`config.mk`:
```
export PLATFORM = sky130hd
export DESIGN_NAME = serial_compare_ctrl
export DESIGN_NICKNAME = d
export VERILOG_FILES = /design/src/rtl/serial_compare_ctrl.sv
export SDC_FILE = /design/constraint.sdc
export NUM_CORES = 1
export LEC_CHECK = 0
export BUFFER_PORTS_ARGS = -buffer_cell sky130_fd_sc_hd__buf_2
export CORE_ASPECT_RATIO = 0.6
export CORE_UTILIZATION = 58
export DETAILED_ROUTE_END_ITERATION = 16
export PLACE_DENSITY = 0.83
export SLEW_MARGIN = 20
export SYNTH_ARGS = -nofsm -noshare
export SYNTH_HDL_FRONTEND = slang
export SYNTH_SLANG_ARGS = --single-unit
```
`constraint.sdc`:
```
create_clock -name clk -period 2.7 [get_ports clk]
set_input_delay 0.135 -clock clk [delete_from_list [all_inputs] [get_ports clk]]
set_output_delay 0.135 -clock clk [all_outputs]
set_load 0.1 [all_outputs]
```
`src/rtl/serial_compare_ctrl.sv`:
```
// serial_compare_ctrl
//   Compares two WIDTH-bit unsigned words one bit per clock, MSB first,
//   through a 1-bit compare slice. Operands are captured on an accepted
//   start, shifted out bit by bit, and the first differing bit decides the
//   result. A one-cycle done pulse accompanies a held one-hot result.
//
// Parameters
//   WIDTH  operand width in bits (>= 2)
//
// Ports
//   clk    in   rising-edge clock
//   rst    in   asynchronous reset, active-high
//   start  in   request, sampled only while busy=0
//   a, b   in   WIDTH-bit unsigned operands, captured on accept
//   busy   out  high from the accept edge until the completion edge
//   done   out  one-cycle pulse; y is valid from this cycle onward
//   y      out  {gt,eq,lt}, held until the next done
//
// Build option
//   EARLY_EXIT_EN  finish on the first differing bit instead of always
//                  spending WIDTH cycles; result values are identical.

module serial_compare_ctrl #(
  parameter int WIDTH = 8
) (
  input  logic             clk,
  input  logic             rst,
  input  logic             start,
  input  logic [WIDTH-1:0] a,
  input  logic [WIDTH-1:0] b,
  output logic             busy,
  output logic             done,
  output logic [2:0]       y
);

  localparam int CW = $clog2(WIDTH + 1);

  typedef enum logic {
    IDLE,
    RUN
  } state_t;

  state_t           state, state_n;
  logic [WIDTH-1:0] sa, sa_n, sb, sb_n;
  logic [CW-1:0]    cnt, cnt_n;
  logic             decided, decided_n;
  logic             rec_gt, rec_gt_n;
  logic             busy_n, done_n;
  logic [2:0]       y_n;

  logic bit_a, bit_b, diff, gt_now, finish;

  always_ff @(posedge clk or posedge rst) begin
    if (rst) begin
      state   <= IDLE;
      sa      <= '0;
      sb      <= '0;
      cnt     <= '0;
      decided <= 1'b0;
      rec_gt  <= 1'b0;
      busy    <= 1'b0;
      done    <= 1'b0;
      y       <= '0;
    end else begin
      state   <= state_n;
      sa      <= sa_n;
      sb      <= sb_n;
      cnt     <= cnt_n;
      decided <= decided_n;
      rec_gt  <= rec_gt_n;
      busy    <= busy_n;
      done    <= done_n;
      y       <= y_n;
    end
  end

  always_comb begin
    state_n   = state;
    sa_n      = sa;
    sb_n      = sb;
    cnt_n     = cnt;
    decided_n = decided;
    rec_gt_n  = rec_gt;
    busy_n    = busy;
    done_n    = 1'b0;
    y_n       = y;

    bit_a  = sa[WIDTH-1];
    bit_b  = sb[WIDTH-1];
    diff   = bit_a ^ bit_b;
    // Direction of the deciding bit: the recorded one if already decided,
    // otherwise the bit being examined on this edge.
    gt_now = decided ? rec_gt : bit_a;
    finish = 1'b0;

    case (state)
      IDLE: begin
        if (start) begin
          sa_n      = a;
          sb_n      = b;
          cnt_n     = CW'(WIDTH);
          decided_n = 1'b0;
          rec_gt_n  = 1'b0;
          busy_n    = 1'b1;
          state_n   = RUN;
        end
      end
      RUN: begin
        sa_n  = {sa[WIDTH-2:0], 1'b0};
        sb_n  = {sb[WIDTH-2:0], 1'b0};
        cnt_n = cnt - CW'(1);
        if (!decided && diff) begin
          decided_n = 1'b1;
          rec_gt_n  = bit_a;
        end
`ifdef EARLY_EXIT_EN
        finish = (cnt == CW'(1)) || (!decided && diff);
`else
        finish = (cnt == CW'(1));
`endif
        if (finish) begin
          // The current edge's bit counts toward the result.
          if (decided || diff)
            y_n = gt_now ? 3'b100 : 3'b001;
          else
            y_n = 3'b010;
          cnt_n   = '0;
          done_n  = 1'b1;
          busy_n  = 1'b0;
          state_n = IDLE;
        end
      end
      default: state_n = IDLE;
    endcase
  end

endmodule

```
Word level (Yosys, flattened, before mapping)
Cells that the tools add are included.

Register bits: 28. Bits in latches: 0. Bits in writable memories: 0. Bits in read-only memories: 0. Input bits: 19. Output and inout bits: 5. Logic and storage cells: 45. Memories: 0.

Add/subtract/negate cells: 1. $mul: 0. Divide/modulo/power cells: 0. $lt $le $gt $ge: 0. Equal/unequal tests: 4. Shift operators: 0. Multiplexer cells: 23. Bitwise gates (word level): 2. Reduce and logical (&&, ||, !) cells: 6.

Operators by type and width (number): one-hot mux 8 bit (2 select lines) (2); 2-to-1 mux 8 bit (2); 2-to-1 mux 1 bit (10); 2-to-1 mux 4 bit (2); one-hot mux 1 bit (2 select lines) (4); one-hot mux 4 bit (2 select lines) (1); 2-to-1 mux 3 bit (2); AND reduction 2 bit (3); == test 4 x 1 -> 1 bit (second input constant) (1); != test 2 x 1 -> 1 bit (second input constant) (2); subtractor 4 x 1 -> 4 bit (second input constant) (1); != test 2 bit (second input constant) (1); logical AND 1 bit (1); zero test 1 bit (1); logical OR 1 bit (1); inverter 1 bit (1); bitwise XOR 1 bit (1).

Longest topological paths before layout
Depth in word-level cells: 4. Mapped depth: 6. Gate-level depth less buffers: 5.

Worst setup path before layout
OpenSTA, ideal clock, no wires.

Path kind: register to register. From: reg cnt[1]. To: reg y[1]. Setup time: 0.128 ns. Arrival time: 1.251 ns. Required time: 2.572 ns. Setup slack: 1.321 ns. Cell stages (with the launch flop): 6. Buffers on the path: 1. Clock period less this slack: 1.379 ns. Cell sequence: dfrtp_1 inv_1 ha_1 and4bb_2 buf_6 mux2_1.

Longest elaborated chain between the ends: 2.

Ends and longest elaborated chain: start, declared (RTL line 45) `logic [CW-1:0] cnt, cnt_n;`; start signal, assigned (RTL line 68) `cnt <= cnt_n;`; == test 4 x 1 -> 1 bit (RTL line 119) `finish = (cnt == CW'(1));`; AND reduction 2 bit (no line); end signal, assigned (RTL line 73) `y <= y_n;`; end, declared (RTL line 33) `output logic [2:0] y`.

No other way between the ends. A chain may end at the register's enable or synchronous reset.

Final worst setup path
From: reg state. To: reg cnt[3].

Longest elaborated chain between the ends: 2. Elaborated cells between the ends (all ways): 3. Classes of those cells: eq/ne (1); mux (1); bitwise (1).

Ends and longest elaborated chain: start, declared (RTL line 43) `state_t state, state_n;`; start signal, assigned (RTL line 65) `state <= state_n;`; inverter 1 bit; one-hot mux 4 bit (2 select lines) or != test 2 bit (tied branches).

Several ways; a longest one is shown, not always the timed one.

==> results.md <==
- Post-synth top flop: dfrtp_1
- Hold Path Origin: b[0]
- 1st-iter DRT viols: 46
- HP Class: primary input to register
- Num ports: 24
- Cell count after synthesis: 126
- Static leakage: 0.747 nW
- GPL Wtd Cong: 0.717
- Post-CTS sizing: 0
- Clock transition at path regs: 90 ps
- Max Cap Viol: 0
- Max-slew violation count: 0
- Post-layout minimum cycle time: 1660 ps
- Vias per cell: 5.32
- Period utilisation layout: 0.615
- WL/cell: 14.5 um
- Status: finished clean
- Crit end category: register
- Post-synth top area share: 0.536
- Synth area leader: dfrtp_1
- First-pass GRT wire length: 4150 um
- Clock tree buffer depth: 2
- Layout cells sized above 1: 0.211
- Die height: 38.8 um
- Clk_lat worst skew: 270 ps
- Total Power: 1.66 mW
- Crit start category: register
- Synth top cells by count: 28 x dfrtp_1, 16 x mux2i_1, 16 x o21ai_0
- Area Growth Syn to Fin: 13.8%
- Ant diodes: 0
- Synth warnings: 0
- Kind of critical path: register to register
- DR pass1 iterations: 5
- Mapped Area: 1310 um2
- Synthesized Nets: 147
- Worst slew margin: 0.622
- Slowest stage delay, CP: 570 ps
- Initial core utilization: 0.659
- Worst Skew: 6.48 ps
- Mean Syn Cell Area: 10.4 um2
- Floorplan core area: 1980 um2
- Async set or reset register ratio after synthesis: 1.00
- Arrival time at the worst endpoint: 1850 ps
- Yosys cell types: 26
- Final hold violation count: 0
- Post-CTS setup buffers: 0
- Residual DRC: 0
- # nets final: 169
- Setup crit start: state$_DFF_PP0_
- Die width: 63.3 um
- Initial antenna violation count: 0
- Drt total wl: 2530 um
- Filler Cells Inserted: 151
- Count leader, synth: dfrtp_1
- Ranking of synthesized cells by area: dfrtp_1 54%, mux2i_1 12%, o21ai_0 6.1%, nand2_1 4.3%, nor2_1 2.9%
- Post-synth EDFFs: 0
- Congestion Overflow GR: 0
- CTS Buf Count: 3
- Clk sinks: 28
- Hold depth: 3
- Die footprint: 2450 um2
- Cell Pwr Density: 1120 nW/um2
- Measured slew at the worst slew-check pin: 565 ps
- Clock Tree Root: clkbuf_8
- DP Wirelength: 1890 um
- Post-route ant nets: 0
- Overall via count from detail_route: 931
- I/O Buffers: 23
- Row count: 12
- Fmax: 602 MHz
- Crit path required time: 2890 ps
- Worst r2r src: state$_DFF_PP0_
- Seq/Total Area, Yosys: 0.536
- Worst Reg2Reg Path Length in Cells: 4
- CTS H-tree lvls: 1
- Pin count of the biggest net entering global routing: 31
- Global Route Usage Sum: 0.245
- #FFs+latches synth: 28
- Critical-path top delay cell: dfrtp_1
- WHS: 116 ps
- Worst VDD drop: 0.829 mV
- CTS tree: done
- Crit path max fanout: 30
- Vias in the first global route: 875
- RSZ-0062 raised after global routing: false
- CP Cell Sequence: buf_4 > nand2b_1 > or4b_1 > o211ai_1
- Setup TNS: 0 ps
- # setup viols final: 0
-- logic make-up after synthesis --
family	after synthesis	synth area share
DFF	28	0.536
buffers and inverters	14	0.0498
muxes	18	0.140
AOI/OAI and AO/OA	28	0.117
xor gates and xnor gates	1	0.00671
adders and majority gates	2	0.0192
and+or+nand+nor	35	0.131
-- through the flow --
step           setup WS [ps]  cells  utilization  instance area (um2)
3_5_place_dp            1050    170        0.717                 1420
3_3_place_gp            1110    170        0.717                 1420
2_1_floorplan           1320    126            -                 1310
5_1_grt                  904    175        0.750                 1490
6_report                1040    175        0.750                 1490
4_1_cts                 1040    174        0.745                 1480
-- registers in the layout, indices dropped and copies added, names as in the netlist --
register and cells:
sa 8, sb 8, cnt 4, y 3
busy 1, decided 1, done 1, rec_gt 1
state 1
-- layout by cell type, fill, tap and decap left out --
cell	n
dfrtp_1	28
buf_2	23
mux2i_1	16
o21ai_0	16
nand2_1	15
nor2_1	10
a21oi_1	6
inv_1	5
nand2b_1	4
clkbuf_8	4
nor3b_1	2
o31ai_1	2
ha_1	2
and4bb_2	1
xor2_1	1
mux2_1	1
mux2_2	1
nor2b_1	1
nand4b_1	1
inv_2	1
o22ai_1	1
a21o_1	1
a31oi_1	1
or4b_1	1
o211ai_1	1
dlygate4sd3_1	1
buf_4	1
-- final cells by class --
type | instances | area (um2) | share of cell area
tap | 28 | 35.0 | 0.0236
multi-input combinational | 84 | 541 | 0.364
inverter | 6 | 22.5 | 0.0152
sequential | 28 | 701 | 0.471
timing repair buffer | 25 | 133 | 0.0892
clock buffer | 4 | 55.1 | 0.0370
-- routing by layer --
layer	vias to the layer above	GRT usage	wire, um
li1	473	-	-
met1	438	0.307	1200
met2	18	0.425	1230
met3	2	0.0706	98
met4	0	0.0739	8
met5	-	0	0
-- what timing repair did --
action                                  in CTS  in global routing
hold buffers                                 0                  1
endpoints found under the hold margin        0                 28
endpoints found under the setup margin       0                  0
-- critical path, delay by kind of cell (launching register included) --
kind / cells / cell delay, ps
compound gates: 1 / 100
buf+inv: 1 / 350
flops: 1 / 570
simple gates: 2 / 570
-- power by group --
part / internal [mW] / switching (mW) / leakage, nW
registers: 0.580 / 0.130 / 0.353
logic: 0.214 / 0.482 / 0.365
clock network: 0.130 / 0.123 / 0.0288
-- worst paths after layout --
path	to	slack [ps]
max	cnt[3]$_DFFE_PP0P_	1040
min reg2reg	y[1]$_DFFE_PP0P_	490
max reg2reg	cnt[3]$_DFFE_PP0P_	1040
min	sb[0]$_DFFE_PP0P_	120
min in group asynchronous	busy$_DFFE_PP0P_	470
max in group asynchronous	sb[3]$_DFFE_PP0P_	1850
No activity file was read; power rests on OpenSTA's default activity.
